===== src/rtl/apb_arb_pkg.sv =====
// Shared types for the APB request arbiter.
// Widths follow the apb_arch.svh macros (ADDR_WIDTH, DATA_WIDTH, STRB_SIZE);
// the defaults below apply when that header has not been read first.
// Optional build macro: APB_ARB_TIMEOUT_EN (see apb_req_arbiter).
`ifndef ADDR_WIDTH
`define ADDR_WIDTH 32
`endif
`ifndef DATA_WIDTH
`define DATA_WIDTH 32
`endif
`ifndef STRB_SIZE
`define STRB_SIZE 4
`endif

package apb_arb_pkg;

   typedef enum logic [1:0] {
      IDLE  = 2'd0,
      ISSUE = 2'd1,
      WAIT  = 2'd2,
      DRAIN = 2'd3
   } arb_state_e;

   typedef struct packed {
      logic                   wr;
      logic [`ADDR_WIDTH-1:0] addr;
      logic [`DATA_WIDTH-1:0] wdata;
      logic [`STRB_SIZE-1:0]  strb;
      logic [1:0]             dsel;
   } apb_cmd_t;

   // Reference round-robin pick for up to 8 requesters: first set bit
   // searching upward from ptr, wrapping at n.
   function automatic logic [2:0] rr_pick(input logic [7:0]  valid,
                                          input logic [2:0]  ptr,
                                          input int unsigned n);
      logic [2:0]  win;
      logic        found;
      int unsigned j;
      win   = '0;
      found = 1'b0;
      for (int unsigned k = 0; k < 8; k++) begin
         if (k < n && !found) begin
            j = (32'(ptr) + k) % n;
            if (valid[3'(j)]) begin
               win   = 3'(j);
               found = 1'b1;
            end
         end
      end
      return win;
   endfunction

endpackage


===== src/rtl/apb_rr_picker.sv =====
// Combinational round-robin picker: rotate the request vector so the
// pointer sits at bit 0, priority-encode the lowest set bit, then add
// the pointer back (mod NUM_REQ) to get the absolute winner index.
module apb_rr_picker #(
   parameter int NUM_REQ = 4,
   parameter int IDX_W   = 2
) (
   input  logic [NUM_REQ-1:0] valid,
   input  logic [IDX_W-1:0]   ptr,
   output logic [IDX_W-1:0]   idx,
   output logic               any
);

   logic [NUM_REQ-1:0] rot;
   logic [IDX_W-1:0]   off;
   logic [IDX_W:0]     sum;

   // Rotate, encode and unrotate in one combinational pass.
   always_comb begin
      rot = NUM_REQ'({valid, valid} >> ptr);
      off = '0;
      for (int i = NUM_REQ - 1; i >= 0; i--) begin
         if (rot[i]) off = IDX_W'(i);
      end
      sum = {1'b0, ptr} + {1'b0, off};
      if (sum >= (IDX_W + 1)'(NUM_REQ)) sum = sum - (IDX_W + 1)'(NUM_REQ);
      idx = sum[IDX_W-1:0];
      any = |valid;
   end

endmodule


===== src/rtl/apb_req_arbiter.sv =====
// Round-robin arbiter/sequencer sharing one apb_bridge master port among
// NUM_REQ requesters. FSM: IDLE -> ISSUE -> WAIT -> DRAIN -> IDLE.
// Optional build macro APB_ARB_TIMEOUT_EN adds a ready-wait timeout and
// the err output.
//
// Requester handshake: req_valid[i] is a level held with a stable command
// until req_grant[i] pulses for one cycle; at that edge the command is
// copied and the requester may drop or change its inputs. req_done[i]
// pulses once when the bridge transfer completes (req_rdata valid in that
// cycle for reads); req_valid[i] may be raised again the following cycle.
module apb_req_arbiter
   import apb_arb_pkg::*;
#(
   parameter int NUM_REQ     = 4,
   parameter int ADDR_W      = `ADDR_WIDTH,
   parameter int DATA_W      = `DATA_WIDTH,
   parameter int STRB_W      = `STRB_SIZE,
   parameter int TIMEOUT_CYC = 64
) (
   input  logic                  clk,
   input  logic                  rst_n,
   input  logic [NUM_REQ-1:0]    req_valid,
   input  logic [NUM_REQ-1:0]    req_wr,
   input  logic [NUM_REQ*ADDR_W-1:0] req_addr,
   input  logic [NUM_REQ*DATA_W-1:0] req_wdata,
   input  logic [NUM_REQ*STRB_W-1:0] req_strb,
   input  logic [NUM_REQ*2-1:0]  req_dsel,
   output logic [NUM_REQ-1:0]    req_grant,
   output logic [NUM_REQ-1:0]    req_done,
   output logic [DATA_W-1:0]     req_rdata,
   output logic                  busy,
`ifdef APB_ARB_TIMEOUT_EN
   output logic                  err,
`endif
   output arb_state_e            dbg_state,
   output logic                  m_trnsfr,
   output logic                  m_wr,
   output logic [STRB_W-1:0]     m_strb,
   output logic [ADDR_W-1:0]     m_addr,
   output logic [DATA_W-1:0]     m_wdata,
   output logic [1:0]            m_dsel,
   input  logic                  m_ready,
   input  logic [DATA_W-1:0]     m_rdata
);

   localparam int IDX_W = (NUM_REQ > 1) ? $clog2(NUM_REQ) : 1;

   arb_state_e           state_q, state_d;
   logic [IDX_W-1:0]     ptr_q, owner_q, pick_idx;
   logic                 pick_any;
   apb_cmd_t             cmd_q;
   logic [NUM_REQ-1:0]   grant_q, done_q, owner_oh;
   logic [DATA_W-1:0]    rdata_q;
   logic                 tmo_hit;

   apb_rr_picker #(
      .NUM_REQ (NUM_REQ),
      .IDX_W   (IDX_W)
   ) u_picker (
      .valid (req_valid),
      .ptr   (ptr_q),
      .idx   (pick_idx),
      .any   (pick_any)
   );

   assign owner_oh = NUM_REQ'(1) << owner_q;

`ifdef APB_ARB_TIMEOUT_EN
   localparam int CNT_W = $clog2(TIMEOUT_CYC + 1);
   logic [CNT_W-1:0] tmo_cnt;
   logic             err_q;

   // Last WAIT cycle before giving up on the bridge.
   assign tmo_hit = (state_q == WAIT) && !m_ready &&
                    (tmo_cnt == CNT_W'(TIMEOUT_CYC - 1));

   // Ready-wait counter: cleared on the way into WAIT, counts WAIT cycles.
   always_ff @(posedge clk or negedge rst_n) begin
      if (!rst_n) begin
         tmo_cnt <= '0;
         err_q   <= 1'b0;
      end else begin
         err_q <= tmo_hit;
         if (state_q == ISSUE)     tmo_cnt <= '0;
         else if (state_q == WAIT) tmo_cnt <= tmo_cnt + 1'b1;
      end
   end

   assign err = err_q;
`else
   assign tmo_hit = 1'b0;
`endif

   // State register.
   always_ff @(posedge clk or negedge rst_n) begin
      if (!rst_n) state_q <= IDLE;
      else        state_q <= state_d;
   end

   // Next-state logic; m_ready is only looked at in WAIT and DRAIN.
   always_comb begin
      state_d = state_q;
      case (state_q)
         IDLE:    if (pick_any) state_d = ISSUE;
         ISSUE:   state_d = WAIT;
         WAIT:    if (m_ready) state_d = DRAIN;
                  else if (tmo_hit) state_d = IDLE;
         DRAIN:   if (!m_ready) state_d = IDLE;
         default: state_d = IDLE;
      endcase
   end

   // Command latch, pointer, grant/done pulses and read-data capture.
   always_ff @(posedge clk or negedge rst_n) begin
      if (!rst_n) begin
         ptr_q   <= '0;
         owner_q <= '0;
         cmd_q   <= '0;
         grant_q <= '0;
         done_q  <= '0;
         rdata_q <= '0;
      end else begin
         grant_q <= '0;
         done_q  <= '0;
         case (state_q)
            IDLE: begin
               if (pick_any) begin
                  owner_q     <= pick_idx;
                  cmd_q.wr    <= req_wr[pick_idx];
                  cmd_q.addr  <= req_addr[pick_idx*ADDR_W +: ADDR_W];
                  cmd_q.wdata <= req_wdata[pick_idx*DATA_W +: DATA_W];
                  cmd_q.strb  <= req_strb[pick_idx*STRB_W +: STRB_W];
                  cmd_q.dsel  <= req_dsel[pick_idx*2 +: 2];
                  grant_q     <= NUM_REQ'(1) << pick_idx;
                  ptr_q       <= (pick_idx == IDX_W'(NUM_REQ - 1)) ? '0
                                                                    : pick_idx + 1'b1;
               end
            end
            WAIT: begin
               if (m_ready)      rdata_q <= m_rdata;
               else if (tmo_hit) done_q  <= owner_oh;
            end
            DRAIN: begin
               if (!m_ready) done_q <= owner_oh;
            end
            default: ;
         endcase
      end
   end

   assign req_grant = grant_q;
   assign req_done  = done_q;
   assign req_rdata = rdata_q;
   assign busy      = (state_q != IDLE);
   assign dbg_state = state_q;
   assign m_trnsfr  = (state_q == ISSUE);
   assign m_wr      = cmd_q.wr;
   assign m_addr    = cmd_q.addr;
   assign m_wdata   = cmd_q.wdata;
   assign m_strb    = cmd_q.strb;
   assign m_dsel    = cmd_q.dsel;

endmodule


===== config.mk =====
export PLATFORM = sky130hd
export DESIGN_NAME = apb_req_arbiter
export DESIGN_NICKNAME = d
export VERILOG_FILES = /design/src/rtl/apb_arb_pkg.sv /design/src/rtl/apb_rr_picker.sv /design/src/rtl/apb_req_arbiter.sv
export SDC_FILE = /design/constraint.sdc
export NUM_CORES = 1
export LEC_CHECK = 0
export CORE_AREA = 2 2 170 172
export DETAILED_ROUTE_END_ITERATION = 10
export DIE_AREA = 0 0 172 174
export GPL_TIMING_DRIVEN = 0
export PLACE_DENSITY_LB_ADDON = 0.08
export SYNTH_ARGS = -nofsm -noshare
export SYNTH_HDL_FRONTEND = slang
export SYNTH_SLANG_ARGS = --single-unit

===== constraint.sdc =====
create_clock -name clk -period 4.81 [get_ports clk]
set_clock_uncertainty 0.2 [all_clocks]
set_input_delay 0.962 -clock clk [delete_from_list [all_inputs] [get_ports clk]]
set_output_delay 0.962 -clock clk [all_outputs]
set_load 0.05 [all_outputs]

After elaboration in Yosys (flattened, before gate mapping)
Index checks and enable logic that the tools add are counted.
{"block": "word_totals", "input_bits": 323, "elab_cells": 52, "reg_bits": 117}
{"block": "op_classes", "magnitude_cmp": 2, "n_eq_ne": 7, "n_shift": 7, "n_mux": 16, "n_addsub": 3, "n_reduce_logical": 6}
{"operator": "indexed part select 128 x 8 -> 32 bit", "n": 2}
{"operator": "2-to-1 mux 2 bit", "n": 9}
{"operator": "2-to-1 mux 4 bit", "n": 4}
{"operator": "indexed part select 16 x 5 -> 4 bit", "n": 1}
{"operator": "case mux 2 bit (4 select lines)", "n": 1}
{"operator": "indexed part select 8 x 4 -> 2 bit", "n": 1}
{"operator": "<< shifter 1 x 2 -> 4 bit, first input constant", "n": 2}
{"operator": "right shift 8 x 2 -> 4 bit", "n": 1}
{"operator": "equality test 2 bit, second input constant", "n": 3}
{"operator": "inequality test 2 bit, second input constant", "n": 3}
{"operator": "AND reduction 2 bit", "n": 2}
{"operator": "OR reduction 4 bit", "n": 1}
{"operator": "adder 2 x 2 -> 3 bit", "n": 1}
{"operator": ">= comparator 3 bit, second input constant", "n": 1}
{"operator": "< comparator 2 x 3 -> 1 bit, second input constant", "n": 1}
{"operator": "AND reduction 3 bit", "n": 1}
{"operator": "adder 2 x 1 -> 2 bit, second input constant", "n": 1}
{"operator": "binary-select mux 1 bit (select 2 bit)", "n": 1}
{"operator": "equality test 2 x 1 -> 1 bit, second input constant", "n": 1}
{"operator": "zero test 2 bit", "n": 1}
{"operator": "nonzero test 2 bit", "n": 1}
{"operator": "subtractor 2 x 1 -> 2 bit, second input constant", "n": 1}
{"operator": "2-to-1 mux 1 bit", "n": 1}

Logic depth before layout (Yosys ltp)
{"block": "depth", "ltp_word": 11, "mapped_depth": 14, "depth_no_buf": 12}

Cells and area by module
Synthesis repeated with hierarchy kept, for this count alone.
{"block": "hier_totals", "hier_cells": 540, "hier_area_um2": 6506.2}
{"module": "apb_req_arbiter", "cells_per_inst": 513, "area_per_inst_um2": 6327.3, "instances": 1, "seq_area_each_um2": 2927.8}
{"module": "apb_rr_picker", "cells_per_inst": 27, "area_per_inst_um2": 178.9, "instances": 1, "seq_area_each_um2": 0.0}

Worst setup path after synthesis
No wires, ideal clock.
{"block": "synth_timing", "kind": "input-to-reg", "start": "input port req_valid[0]", "end": "register cmd_q, in the netlist m_addr[10]", "stages": 11, "required_time_ns": 4.515, "path_buffers": 4, "arrival_time_ns": 3.002, "setup_time_ns": 0.095, "path_slack_ns": 1.512, "path_cell_list": "nor2_1 a221o_1 nand2_1 o221ai_1 ha_1 buf_2 buf_2 clkbuf_1 clkbuf_1 a221oi_1 o31ai_1"}
{"block": "synth_via", "elab_chain_len": 9}
{"item": "start, declared", "line": "apb_req_arbiter.sv:22", "rtl": "input logic [NUM_REQ-1:0] req_valid,"}
{"item": "right shift 8 x 2 -> 4 bit *", "line": "apb_rr_picker.sv:20", "rtl": "rot = NUM_REQ'({valid, valid} >> ptr);"}
{"item": "2-to-1 mux 2 bit (3 in series)", "line": "apb_rr_picker.sv:23", "rtl": "if (rot[i]) off = IDX_W'(i);"}
{"item": "2-to-1 mux 2 bit *", "line": "apb_rr_picker.sv:23"}
{"item": "adder 2 x 2 -> 3 bit *", "line": "apb_rr_picker.sv:25", "rtl": "sum = {1'b0, ptr} + {1'b0, off};"}
{"item": ">= comparator 3 bit / subtractor 2 x 1 -> 2 bit (equally long branches)", "line": "apb_rr_picker.sv:26", "rtl": "if (sum >= (IDX_W + 1)'(NUM_REQ)) sum = sum - (IDX_W + 1)'(NUM_REQ);"}
{"item": "2-to-1 mux 2 bit *", "line": "apb_rr_picker.sv:26"}
{"item": "via pick_idx[0]", "line": "apb_req_arbiter.sv:49", "rtl": "logic [IDX_W-1:0] ptr_q, owner_q, pick_idx;"}
{"item": "indexed part select 128 x 8 -> 32 bit *", "line": "apb_req_arbiter.sv:130", "rtl": "cmd_q.addr <= req_addr[pick_idx*ADDR_W +: ADDR_W];"}
{"item": "end, declared", "line": "apb_req_arbiter.sv:51", "rtl": "apb_cmd_t cmd_q;"}
The timed path passes the listed nets; every way through them passes the cells marked *.
A chain may end at the register's enable or synchronous reset.

Final worst setup path
{"block": "layout_timing", "start": "input port req_valid[0]", "end": "register cmd_q, in the netlist m_wr"}
{"block": "layout_via", "elab_chain_len": 10}
{"item": "right shift 8 x 2 -> 4 bit *", "line": "apb_rr_picker.sv:20"}
{"item": "2-to-1 mux 2 bit (3 in series)", "line": "apb_rr_picker.sv:23"}
{"item": "2-to-1 mux 2 bit *", "line": "apb_rr_picker.sv:23"}
{"item": "adder 2 x 2 -> 3 bit *", "line": "apb_rr_picker.sv:25"}
{"item": ">= comparator 3 bit / subtractor 2 x 1 -> 2 bit (equally long branches)", "line": "apb_rr_picker.sv:26"}
{"item": "2-to-1 mux 2 bit *", "line": "apb_rr_picker.sv:26"}
{"item": "via pick_idx[0]", "line": "apb_req_arbiter.sv:49"}
{"item": "binary-select mux 1 bit (select 2 bit) *", "line": "apb_req_arbiter.sv:129", "rtl": "cmd_q.wr <= req_wr[pick_idx];"}
{"item": "2-to-1 mux 1 bit (implied by the code) *", "line": "apb_req_arbiter.sv:129"}
The timed path passes the listed nets; every way through them passes the cells marked *. The select of a mux whose other input is x is not followed.

==> flow_summary_export.csv <==
group,metric,value,unit
place,dpl-instance-area,0.01201,mm2
clock_tree,clkLatencyLatePin,0.41,ns
yosys,synth_edf_count,0,
critical_path,critPathMaxFanout,10,
final_layout,final_layout_size_suffix_gt1_frac,0.08347,
yosys,ys_warn_count,0,
final_layout,fill_cells,2864,
final_layout,post-route-cell-area,0.01261,mm2
place,place.gp.congestion,0.8361,
route,drt_iter0_drc,393,
route,ant_nets,0,
global_route,antenna_found_initial,7,
final_layout,fin_nets,1514,
power,p_seq_frac,0.166,
yosys,synthTopCellsByArea,"dfrtp_1 41%, nor2b_1 13%, a221oi_1 8.7%, a2111oi_0 8.0%, o31ai_1 7.5%",
global_route,track_usage,0.2230,
critical_path,crit_type,"primary input to flop",
final_layout,area_growth,77.01,%
route,routed_wl,34020,um
place,hpwl,26670,um
power,irDropWorstVdd,0.2485,mV
power,p_comb_frac,0.709,
sta,finalHoldViolCount,0,
power,power_switching,5.650,mW
critical_path,path_cells,"clkdlybuf4s50_1 > nor2_1 > a221o_1 > nand2_1 > o221ai_1 > ha_1 > buf_2 > buf_2 > clkbuf_1 > clkbuf_1 > a221oi_1 > o31ai_1",
critical_path,worstSetupStartpointType,"primary input",
floorplanning,num_io_pins,438,
route,top_layer,"met5",
sta,fmaxAchievable,0.2213,GHz
yosys,synthCells,728,
floorplanning,core,0.02824,mm2
yosys,synth_area_leader_cell,"dfrtp_1",
sta,finalWorstSetupSlack,0.2916,ns
route,wl_per_cell,21.44,um
yosys,synth_seq_area_share,0.4110,
clock_tree,cts_setup_buffers,0,
floorplanning,rows,62,
power,report.power.total,10.43,mW
run,drv_cap,0,
clock_tree,cts_root_buf,"clkbuf_16",
clock_tree,cts.sinks,117,
floorplanning,fp.dieArea,0.02993,mm2
clock_tree,cts-htree-levels,4,
place,numPortBuffers,437,
clock_tree,cts_resized,0,
yosys,synth_top_area_frac,0.4110,
place,dp_slack,-0.2645,ns
sta,setup_viol,0,
global_route,grt_start_max_net_pins,62,
power,intPower,4.778,mW
clock_tree,numCtsBuffers,17,
power,p_leak,4.778,nW
clock_tree,clkTransAtPathRegs,0.07,ns
route,dr.pass1.iters,4,
sta,period_needed,4.518,ns
global_route,grt_overflow,0,
route,vias,7757,
critical_path,arrival,4.64,ns
final_layout,final_common_cell,"clkdlybuf4s50_1",
final_layout,mostFrequentLayoutCells,"436 x clkdlybuf4s50_1, 144 x nor2b_1, 117 x dfrtp_1",
yosys,ys_types,42,
route,dr_wl_met3,2787,um
sta,slew_headroom,0.4686,
global_route,grt_pass1_wl,49500,um
power,clkPwrFrac,0.125,
global_route,grt_pass1_vias,8007,
sta,rsz0062_at_grt,"false",
floorplanning,die_w,172,um
floorplanning,die_h,174,um
critical_path,critPathSlowestCell,"clkdlybuf4s50_1",
yosys,synthArstFlopShare,1.000,
route,route.detailed.drc,0,
sta,period_share,0.9394,
critical_path,cp.required,4.93,ns
power,swShare,0.5418,
route,viasPerCell,4.888,
outcome,status,"completed",
sta,report.final.slew_viol_count,0,
critical_path,cp-end-kind,"flop",
yosys,syn_area,0.007123,mm2
route,dr_wl_met2,16720,um
clock_tree,hold_buffers,0,
route,met1_length,13980,um
sta,hold_ws,0.2745,ns
yosys,ys_ff_latch,117,
critical_path,cp_slowest_stage_delay,0.59,ns
yosys,syn_avg_cell_area,9.784,um2
sta,tightest_slew,0.7971,ns
clock_tree,cts_tree,"yes",
power,p_per_area,827.1,mW/mm2
yosys,synth_flop_cell,"dfrtp_1",
floorplanning,start_util,0.2523,
worst_hold_path,hp-class,"flop to flop",
clock_tree,clockBufferDepth,2,
yosys,synthesis.nets,1057,
sequential cells by signal (all words and copies together) (netlist names):
| name | count |
|---|---|
| m_addr | 32 |
| ptr_q | 2 |
| m_dsel | 2 |
| owner_q | 2 |
| req_done | 4 |
| m_wdata | 32 |
| m_strb | 4 |
| req_rdata | 32 |
| req_grant | 4 |
| dbg_state | 2 |
| m_wr | 1 |
power groups by stage:
| stage | combinational [mW] | sequential [mW] | clock, mW |
|---|---|---|---|
| finish | 7.39 | 1.73 | 1.30 |
| CTS | 7.45 | 1.74 | 1.34 |
| global route | 7.97 | 1.80 | 1.38 |
| global placement | 7.43 | 1.74 | 0 |
| detailed placement | 7.44 | 1.75 | 0 |
| floorplan | 3.17 | 3.35 | 0 |
metrics by stage:
| stage | util | TNS (ns) | cells |
|---|---|---|---|
| after detailed placement | 0.4252 | -8.001 | 1550 |
| after global routing | 0.4463 | 0 | 1585 |
| after floorplan | - | 0 | 728 |
| final | 0.4465 | 0 | 1587 |
| after CTS | 0.4460 | 0 | 1582 |
| after global placement | 0.4242 | -302.68 | 1549 |
cells by family (layout without fill, tap and decap cells):
family / Yosys count / in the layout / share of synthesized area
AND/OR/NAND/NOR: 253 / 253 / 0.1923
AO/OA/AOI/OAI: 230 / 230 / 0.2702
flip-flops: 117 / 117 / 0.4110
buffers and inverters: 86 / 556 / 0.05920
multiplexers: 34 / 34 / 0.05428
adder cells (fa/ha/maj): 6 / 6 / 0.01054
XOR/XNOR: 2 / 2 / 0.002460
other: 0 / 5 / 0
Yosys cell counts, types with 6 or more instances:
library cell and count:
buf_6 8, nor2b_1 144, clkbuf_1 49, a2111oi_1 6, buf_1 7, ha_1 6, a221oi_1 71, nor2_1 8
mux2_2 33, nand2_1 86, buf_2 10, a2111oi_0 65, o31ai_1 71, buf_4 7, dfrtp_1 117
metal layers:
layer | up-vias | GRT usage
met5 | - | 0
met4 | 2 | 0.05567
met3 | 29 | 0.07309
met2 | 293 | 0.3844
met1 | 3718 | 0.2662
li1 | 3715 | -
layout make-up:
cell class,count,area (um2),area share
Multi-Input combinational cell,525,3774,0.2993
Timing Repair Buffer,438,4403,0.3492
Clock inverter,14,148.9,0.01181
Clock buffer,18,439.2,0.03483
Buffer,81,404.1,0.03205
Sequential cell,117,2928,0.2322
Antenna cell,5,12.51,0.0009924
Inverter,5,18.77,0.001489
Tap cell,384,480.5,0.03811
worst max-delay path, delay by kind of cell:
kind | cells | cell delay, ns
AOI/OAI and AO/OA | 4 | 0.95
buffers and inverters | 5 | 2.24
adders and majority gates | 1 | 0.32
and+or+nand+nor | 2 | 0.14
worst paths after layout:
path / start / to / slack (ns) / cells after the start
max reg2reg: ptr_q[0]$_DFFE_PN0P_ / m_wr$_DFFE_PN0P_ / 0.87 / 12
max in group asynchronous: rst_n / m_addr[6]$_DFFE_PN0P_ / 3.34 / 2
max: req_valid[0] / m_wr$_DFFE_PN0P_ / 0.29 / 12
min reg2reg: m_addr[21]$_DFFE_PN0P_ / m_addr[21]$_DFFE_PN0P_ / 0.27 / 2
min in group asynchronous: rst_n / req_rdata[21]$_DFFE_PN0P_ / 0.30 / 1
min: m_addr[21]$_DFFE_PN0P_ / m_addr[21]$_DFFE_PN0P_ / 0.27 / 2
No activity file was read; power rests on OpenSTA's default activity.
